--- src/rtl/digit_entry_conditioner_pkg.sv ---
// Shared types for the digit entry front end: FSM state encoding
// and the counter sizing helper.
package EntryPkg;

   typedef enum logic [2:0] {
      S_IDLE         = 3'd0,
      S_PRESS_WAIT   = 3'd1,
      S_FIRE         = 3'd2,
      S_HELD         = 3'd3,
      S_RELEASE_WAIT = 3'd4
   } EntryState;

   function automatic int cnt_width(input int cycles);
      return $clog2(cycles + 1);
   endfunction

endpackage

--- src/rtl/digit_entry_conditioner_sync.sv ---
// Two-flop synchronizer for asynchronous board inputs, any width.
// Each bit is synchronized independently; no cross-bit coherence.
module Synchronizer2FF #(
   parameter int WIDTH = 1
) (
   input  logic             clk,
   input  logic             rst,
   input  logic [WIDTH-1:0] raw,
   output logic [WIDTH-1:0] synced
);

   logic [WIDTH-1:0] meta;

   always_ff @(posedge clk) begin
      if (rst) begin
         meta   <= '0;
         synced <= '0;
      end else begin
         meta   <= raw;
         synced <= meta;
      end
   end

endmodule

--- src/rtl/digit_entry_conditioner.sv ---
// Debounced digit/enter front end producing a registered digit,
// a one-cycle strobe and a stretched entry clock for the lock core.
module digit_entry_conditioner
   import EntryPkg::*;
#(
   parameter int DEBOUNCE_CYCLES = 50000,
   parameter int PULSE_CYCLES    = 8
) (
   input  logic       CLK,
   input  logic       RST,
   input  logic       rawEnter,
   input  logic [3:0] rawDigit,
   output logic [3:0] digitOut,
   output logic       entryStrobe,
   output logic       entryClock,
   output logic [1:0] entryIndex,
   output logic       busy
);

   localparam int CW = cnt_width(DEBOUNCE_CYCLES);
   localparam int PW = cnt_width(PULSE_CYCLES);

   localparam logic [CW-1:0] DB_LAST    = CW'(DEBOUNCE_CYCLES - 1);
   localparam logic [CW-1:0] CNT_ONE    = CW'(1);
   localparam logic [CW-1:0] CNT_MAX    = '1;
   localparam logic [PW-1:0] PULSE_LOAD = PW'(PULSE_CYCLES);
   localparam logic [PW-1:0] PULSE_ONE  = PW'(1);

   logic       enS;
   logic [3:0] digS;

   Synchronizer2FF #(.WIDTH(1)) u_sync_enter (
      .clk    (CLK),
      .rst    (RST),
      .raw    (rawEnter),
      .synced (enS)
   );

   Synchronizer2FF #(.WIDTH(4)) u_sync_digit (
      .clk    (CLK),
      .rst    (RST),
      .raw    (rawDigit),
      .synced (digS)
   );

   EntryState state;
   EntryState state_nxt;
   logic [CW-1:0] cnt;
   logic [CW-1:0] cnt_nxt;
   logic [CW-1:0] cnt_inc;
   logic          load_digit;
   logic [PW-1:0] pulse_cnt;

   assign cnt_inc = (cnt == CNT_MAX) ? cnt : cnt + CNT_ONE;

   always_comb begin
      state_nxt  = state;
      cnt_nxt    = cnt;
      load_digit = 1'b0;
      unique case (state)
         S_IDLE: begin
            cnt_nxt = '0;
            if (enS) begin
               state_nxt = S_PRESS_WAIT;
               cnt_nxt   = CNT_ONE;
            end
         end
         S_PRESS_WAIT: begin
            if (!enS) begin
               state_nxt = S_IDLE;
               cnt_nxt   = '0;
            end else if (cnt >= DB_LAST) begin
               state_nxt  = S_FIRE;
               load_digit = 1'b1;
            end else begin
               cnt_nxt = cnt_inc;
            end
         end
         S_FIRE: begin
            state_nxt = S_HELD;
            cnt_nxt   = '0;
         end
         S_HELD: begin
            if (!enS) begin
               state_nxt = S_RELEASE_WAIT;
               cnt_nxt   = CNT_ONE;
            end
         end
         S_RELEASE_WAIT: begin
            if (enS) begin
               state_nxt = S_HELD;
               cnt_nxt   = '0;
            end else if (cnt >= DB_LAST && !entryClock) begin
               // Hold off re-arming until the lock has seen the whole pulse.
               state_nxt = S_IDLE;
               cnt_nxt   = '0;
            end else begin
               cnt_nxt = cnt_inc;
            end
         end
         default: begin
            state_nxt = S_IDLE;
            cnt_nxt   = '0;
         end
      endcase
   end

   always_ff @(posedge CLK) begin
      if (RST) begin
         state       <= S_IDLE;
         cnt         <= '0;
         busy        <= 1'b0;
         entryStrobe <= 1'b0;
         digitOut    <= '0;
      end else begin
         state       <= state_nxt;
         cnt         <= cnt_nxt;
         busy        <= (state_nxt != S_IDLE);
         entryStrobe <= (state == S_FIRE);
         if (load_digit) begin
            digitOut <= digS;
         end
      end
   end

   // Strobe and clock rise together, one cycle after digitOut loads.
   always_ff @(posedge CLK) begin
      if (RST) begin
         entryClock <= 1'b0;
         pulse_cnt  <= '0;
         entryIndex <= '0;
      end else if (state == S_FIRE) begin
         entryClock <= 1'b1;
         pulse_cnt  <= PULSE_LOAD;
         entryIndex <= entryIndex + 2'd1;
      end else if (entryClock) begin
         pulse_cnt <= pulse_cnt - PULSE_ONE;
         if (pulse_cnt == PULSE_ONE) begin
            entryClock <= 1'b0;
         end
      end
   end

endmodule

--- config.mk ---
export PLATFORM = sky130hd
export DESIGN_NAME = digit_entry_conditioner
export DESIGN_NICKNAME = d
export VERILOG_FILES = /design/src/rtl/digit_entry_conditioner_pkg.sv /design/src/rtl/digit_entry_conditioner_sync.sv /design/src/rtl/digit_entry_conditioner.sv
export SDC_FILE = /design/constraint.sdc
export NUM_CORES = 1
export LEC_CHECK = 0
export CORE_AREA = 2 2 64 66
export DETAILED_ROUTE_END_ITERATION = 6
export DIE_AREA = 0 0 66 68
export PLACE_DENSITY = 0.75
export SYNTH_ARGS = -nofsm -noshare
export SYNTH_HDL_FRONTEND = slang
export SYNTH_HIERARCHICAL = 1
export SYNTH_SLANG_ARGS = --single-unit
--- constraint.sdc ---
create_clock -name CLK -period 1.9 [get_ports CLK]
set_input_delay 0.285 -clock CLK [delete_from_list [all_inputs] [get_ports CLK]]
set_output_delay 0.285 -clock CLK [all_outputs]
set_load 0.01 [all_outputs]
==> results of run 1 <==
-- power by group --
part / internal (W) / switching, W / leakage (nW)
clock: 0.000265 / 0.000345 / 0.0447
sequential: 0.000890 / 0.00000365 / 0.341
combinational: 0.0000329 / 0.0000257 / 0.560
-- repair_timing --
item                                    4_1_cts  5_1_grt
gates resized for setup                       0       18
buffers inserted                              0        3
endpoints found under the setup margin        0       23
-- synthesized netlist by cell type (2+ instances only) --
library cell | instances | area (um2)
clkbuf_1 | 8 | 30.03
xor2_1 | 9 | 78.83
and3_1 | 2 | 12.51
or2_2 | 2 | 12.51
nor3b_1 | 2 | 15.01
ha_1 | 3 | 37.54
a211oi_1 | 3 | 22.52
inv_1 | 10 | 37.54
nor2b_1 | 11 | 68.82
buf_2 | 2 | 10.01
xnor2_1 | 3 | 26.28
nand3_1 | 8 | 40.04
a31oi_1 | 2 | 12.51
nand2_1 | 14 | 52.55
nor2_1 | 31 | 116.4
o31ai_1 | 2 | 15.01
o22a_1 | 2 | 17.52
nand3b_1 | 3 | 22.52
a2111oi_0 | 2 | 17.52
a21oi_1 | 7 | 35.03
mux2i_1 | 6 | 60.06
nor4_1 | 2 | 12.51
dfxtp_1 | 42 | 840.8
o21ai_0 | 4 | 20.02
nand4_1 | 11 | 68.82
or3_1 | 2 | 12.51
nor3_1 | 7 | 35.03
-- stage by stage --
stage	power [W]	cell area [um2]	instances	setup TNS [ns]	utilization [%]
floorplan	0.0009412	1861	216	0	-
global placement	0.0009728	2243	299	0	58.18
detailed placement	0.0009740	2243	299	0	58.18
CTS	0.001578	2337	307	0	60.61
global route	0.001618	2454	310	-0.1631	63.63
finish	0.001563	2454	310	0	63.63
-- per-layer routing --
metal,vias to the layer above,global-route usage [%]
li1,842,-
met1,780,23.50
met2,30,30.93
met3,5,4.441
met4,0,9.184
met5,-,0
-- cell families after synthesis --
kind of cell / count (synthesis)
AOI/OAI and AO/OA: 30
xor gates and xnor gates: 12
and+or+nand+nor: 102
buffers and inverters: 21
adders and majority gates: 3
DFF: 42
muxes: 6
-- flip-flops by register name (all words and copies together) (netlist names) --
register / flops
u_sync_enter/meta: 1
pulse_cnt: 4
u_sync_digit/synced: 4
u_sync_enter/synced: 1
entryStrobe: 1
u_sync_digit/meta: 4
state: 3
entryClock: 1
cnt: 16
digitOut: 4
entryIndex: 2
busy: 1
-- final cells by class --
class                      instances  area [um2]  share of cell area [%]
inverter                          10       37.54                   1.530
tap                               50       62.56                   2.550
timing repair buffer              47       390.4                   15.91
clock buffer                       5       68.82                   2.805
clock inverter                     3       25.02                   1.020
multi-input combinational        153        1025                   41.76
sequential                        42       844.6                   34.42
-- worst paths after layout --
kind	end	cells past startpoint	start
hold / removal	u_sync_digit/synced[0]$_SDFF_PP0_	1	u_sync_digit/meta[0]$_SDFF_PP0_
setup reg to reg	cnt[8]$_SDFFE_PP0P_	6	cnt[7]$_SDFFE_PP0P_
hold reg to reg	u_sync_digit/synced[0]$_SDFF_PP0_	1	u_sync_digit/meta[0]$_SDFF_PP0_
setup / recovery	cnt[8]$_SDFFE_PP0P_	6	cnt[7]$_SDFFE_PP0P_
-- placed cells by master, fill, tap and decap left out, types with 7 or more instances in the layout --
cell type,count
clkdlybuf4s50_1,15
dfxtp_1,41
nand2_1,14
nor2b_1,11
a21oi_1,7
nand3_1,7
buf_4,32
xor2_1,9
inv_1,10
nor2_1,30
nand4_1,11
==> summary.md, run 1 <==
| Metric | Value |
|---|---|
| R2R setup slack | `0.02 ns` |
| Number of synthesized flops with an enable pin | `0` |
| Worst-skew pair later-pin latency | `0.30 ns` |
| Row count | `23` |
| Maximum clock insertion buffer count | `2` |
| Initial core utilization | `around 48%` |
| Die W | `66 um` |
| Min cycle time layout | `1.884 ns` |
| Via count | `1657` |
| Grt total ovfl | `0` |
| CTS buffer count | `5` |
| DR iter-0 viols | `149` |
| Skew final | `about 0.0055 ns` |
| DRT met1 WL | `1851 um` |
| Post-Synth Simple-Gate Area | `roughly 28%` |
| Largest net degree at the start of global routing | `16` |
| Syn Area/Cell | `8.614 um2` |
| Post-Synth XOR/XNOR Area | `about 5.6%` |
| Top Ports | `16` |
| Uppermost layer routed | `met4` |
| CP max stage cell | `or4_1` |
| Hold_buf cts | `0` |
| Crit start category | `flip-flop` |
| Vias per inst | `5.345` |
| Layout cells sized above 1 | `21.15%` |
| Filler cells | `323` |
| Register clock-pin slew on the reported worst setup and hold paths | `0.09 ns` |
| Outcome | `finished clean` |
| TritonRoute pass-1 iters | `4` |
| DRC | `0` |
| Post-synthesis mux area share | `between 3 and 4%` |
| Final worst-path cycle share | `99.14%` |
| Worst EP arrival | `2.11 ns` |
| Synth warn | `6` |
| TritonCTS clock tree | `done` |
| CP cell instances | `nor3_4 -> a211oi_2 -> or3_1 -> a21o_1 -> or4_1 -> o31ai_1` |
| WL met2 | `1972 um` |
| Antenna Nets Post-Route | `0` |
| CTS sink cnt | `42` |
| Ant diodes | `0` |
| Main combinational cell family by area after synthesis | `simple AND/OR/NAND/NOR gates` |
| Slew at the pin closest to its max-slew limit | `0.4470 ns` |
| Sequential share of the synthesized area | `45.19%` |
| Critical path's largest stage delay | `approximately 0.4 ns` |
| DPL Wire Length | `around 2800 um` |
| Leakage | `0.9467 nW` |
| F_max | `530.9 MHz` |
| RSZ-0062 raised after global routing | `yes` |
| Setup Viol. Count Final | `0` |
| CP Buf/Inv Count | `0` |
| Drt total wl | `4009 um` |
| Hold slack | `between 0.4 and 0.5 ns` |
| First-pass GRT wire length | `6430 um` |
| # H-tree levels | `2` |
| Dpl ws | `between 0.015 and 0.02 ns` |
| #FFs+latches synth | `42` |
| Final hold vios | `0` |
| Critical Path Sink Type | `flip-flop` |
| Compound-Gate Fraction of Synth Area | `11.16%` |
| RD Place Congestion | `0.8823` |
| Synth async-reset ratio | `0%` |
| Worst vdd ir | `444.2 uV` |
| Vias in the first global route | `1513` |
| DR WL met3 | `around 140 um` |
| Layout Area Growth over Synthesis | `31.88%` |
| Worst-path fanout max | `4` |
| PwrDens | `637.0 mW/mm2` |
| Nets@finish | `269` |
| Die area | `0.004488 mm2` |
| Post-Synth Adder-Cell Area | `2.017%` |
| CP top delay family | `simple AND/OR/NAND/NOR gates` |
| Initial antenna violation count | `0` |
| Final worst slack | `0.01641 ns` |
| Mapped Area | `0.001861 mm2` |
| Synth Flop Type | `dfxtp_1` |
| PortBufs | `15` |
| Root Buffer | `clkbuf_8` |
| Synth cell types | `43` |
| Post-Syn Instances | `216` |
| Relative slew slack | `69.97%` |
| CP Class | `flip-flop to flip-flop` |
| Area of the core | `0.003856 mm2` |
| Fin. max-slew vios | `0` |
| Post-DR wirelength/cell | `12.93 um` |
| Req. time, crit path | `~2.1 ns` |
| Hold Path Class | `flip-flop to flip-flop` |
| Die Y | `68 um` |
| Global Route Usage Sum | `a little under a fifth` |
| Mapped Nets | `226` |
| Max-cap violation count | `0` |
No activity file was read; power rests on OpenSTA's default activity.
==> inputs of run 2 (changes only) <==
--- a/config.mk
+++ b/config.mk
@@ -5,6 +5,7 @@
 export SDC_FILE = /design/constraint.sdc
 export NUM_CORES = 1
 export LEC_CHECK = 0
+export CAP_MARGIN = 20
 export CORE_AREA = 2 2 64 66
 export DETAILED_ROUTE_END_ITERATION = 6
 export DIE_AREA = 0 0 66 68
==> results of run 2 <==
No change in the layout: final DEF, timing and power equal those of run 1.
==> inputs of run 3 (changes only) <==
--- a/config.mk
+++ b/config.mk
@@ -6,10 +6,10 @@
 export NUM_CORES = 1
 export LEC_CHECK = 0
 export CAP_MARGIN = 20
-export CORE_AREA = 2 2 64 66
+export CORE_AREA = 2 2 72 74
 export DETAILED_ROUTE_END_ITERATION = 6
-export DIE_AREA = 0 0 66 68
-export PLACE_DENSITY = 0.75
+export DIE_AREA = 0 0 74 76
+export PLACE_DENSITY = 0.62
 export SYNTH_ARGS = -nofsm -noshare
 export SYNTH_HDL_FRONTEND = slang
 export SYNTH_HIERARCHICAL = 1
==> summary.md, run 3 (same netlist as run 1, synthesis figures left out) <==
| Metric | Value |
|---|---|
| Max FFs per register | `16` |
| DRC | `0` |
| Area of the core | `0.004912 mm2` |
| Crit start category | `flip-flop` |
| TritonCTS clock tree | `done` |
| GRT met1 Usage | `a little over a fifth` |
| F_max | `530.5 MHz` |
| Die Y | `76 um` |
| Root Buffer | `clkbuf_8` |
| Maximum clock insertion buffer count | `2` |
| Met2 Track Usage GR | `23.30%` |
| Initial antenna violation count | `0` |
| Outcome | `finished clean` |
| Top Ports | `16` |
| CTS buffer count | `5` |
| RSZ-0062 raised after global routing | `yes` |
| RD Place Congestion | `0.8775` |
| Final hold vios | `0` |
| Global Route Usage Sum | `between 15 and 20%` |
| Dpl ws | `0.02463 ns` |
| Drt total wl | `4137 um` |
| Die area | `approximately 0.0056 mm2` |
| First-pass GRT wire length | `a little under 7000 um` |
| Hold_buf cts | `0` |
| PortBufs | `15` |
| Gr busiest metal | `met2` |
| Fin. max-slew vios | `0` |
| Layout Area Growth over Synthesis | `30.60%` |
| Slew at the pin closest to its max-slew limit | `roughly 0.34 ns` |
| Hold Path Class | `flip-flop to flip-flop` |
| Skew final | `0.003619 ns` |
| Min cycle time layout | `1.885 ns` |
| Max-cap violation count | `0` |
| Worst vdd ir | `307.6 uV` |
| Row count | `26` |
| Die W | `74 um` |
| CTS sink cnt | `42` |
| Register clock-pin slew on the reported worst setup and hold paths | `0.08 ns` |
| Critical Path Sink Type | `flip-flop` |
| Final worst slack | `approximately 0.015 ns` |
| Reg with most FFs | `cnt` |
| Grt total ovfl | `0` |
| Most frequent cells in the layout | `38 x dfxtp_1, 30 x nor2_1, 29 x buf_4` |
| Largest net degree at the start of global routing | `15` |
| Vias per inst | `5.034` |
| Final worst-path cycle share | `99.21%` |
| Finished Cell Area | `0.002430 mm2` |
| Ant diodes | `0` |
| R2R setup slack | `0.02 ns` |
| PwrDens | `633.1 mW/mm2` |
| Met3 usage | `3.968%` |
| Placed Area | `between 0.002 and 0.0025 mm2` |
| # H-tree levels | `2` |
| Post-route insts no fill | `between 300 and 400` |
| Worst-skew pair later-pin latency | `0.30 ns` |
| Leakage | `0.9267 nW` |
| Layout cells sized above 1 | `a little over a fifth` |
| Relative slew slack | `76.79%` |
| Vias in the first global route | `between 1500 and 2000` |
| Placed instance count | `316` |
| Antenna Nets Post-Route | `0` |
| Worst EP arrival | `2.10 ns` |
| Nets@finish | `267` |
| TritonRoute pass-1 iters | `5` |
| DPL Wire Length | `2792 um` |
| Initial core utilization | `37.88%` |
| CP Class | `flip-flop to flip-flop` |
| Req. time, crit path | `2.11 ns` |
| Worst-path fanout max | `4` |
| Post-DR wirelength/cell | `12.61 um` |
| Via count | `1651` |
| Commonest non-fill, non-tap cell in the layout | `dfxtp_1` |
| Setup Viol. Count Final | `0` |
| DR iter-0 viols | `around 170` |
[run 3: cell count changes in the layout (fill, tap and decap cells not counted), moves of 2 or more]
cell	previous run	this run
buf_4	32	29
dfxtp_1	41	38
dfxtp_2	0	4
nor3_2	0	2
[run 3: path summary, 6_finish.rpt]
path | start | endpoint | cells after the start
worst min-delay path | u_sync_digit/meta[2]$_SDFF_PP0_ | u_sync_digit/synced[2]$_SDFF_PP0_ | 1
worst max register to register | cnt[10]$_SDFFE_PP0P_ | cnt[8]$_SDFFE_PP0P_ | 6
worst max-delay path | cnt[10]$_SDFFE_PP0P_ | cnt[8]$_SDFFE_PP0P_ | 6
worst min register to register | u_sync_digit/meta[2]$_SDFF_PP0_ | u_sync_digit/synced[2]$_SDFF_PP0_ | 1
[run 3: through the flow]
step / hold slack [ns] / setup TNS (ns) / total power (W) / utilization (%)
finish: 0.4397 / 0 / 0.001538 / 49.47
CTS: 0.4430 / 0 / 0.001560 / 47.73
global route: 0.4616 / -0.1975 / 0.001604 / 49.47
global placement: 0.4167 / 0 / 0.0009710 / 45.72
floorplan: 0.3566 / 0 / 0.0009412 / -
detailed placement: 0.4220 / 0 / 0.0009719 / 45.72
[run 3: area by class of cell]
class	count	area, um2
clock buffers	5	68.82
multi-input cells	153	996.0
repair buffers	45	372.9
flip-flops and latches	42	845.8
clock inverters	3	21.27
fillers	455	2482
inverters	10	37.54
well taps	70	87.58
[run 3: metal layers]
layer	part of all wire (%)	wire [um]	vias up
met5	0	0	-
met4	1.5	63	0
met3	3.5	145	6
met2	47	1949	32
met1	48	1978	776
li1	-	-	837
[run 3: repair_timing]
action / 4_1_cts / 5_1_grt
pin swaps: 0 / 2
endpoints found under the setup margin: 2 / 17
gates resized for setup: 2 / 15
gates cloned: 0 / 1
buffers inserted: 0 / 3
[run 3: worst max-delay path, cell delays in order, from the launching register on]
cell and delay, ns:
dfxtp_2 0.34, nor4_4 0.30, nor2_2 0.10, or3_1 0.38, a21o_1 0.19, or4_1 0.40, o31ai_1 0.09
[run 3: report_power, final]
group | internal (W) | total (W) | switching (W)
registers | 0.000891 | 0.000895 | 0.00000338
clock network | 0.000258 | 0.000586 | 0.000328
logic | 0.0000305 | 0.0000569 | 0.0000264
total | 0.00118 | 0.00154 | 0.000358
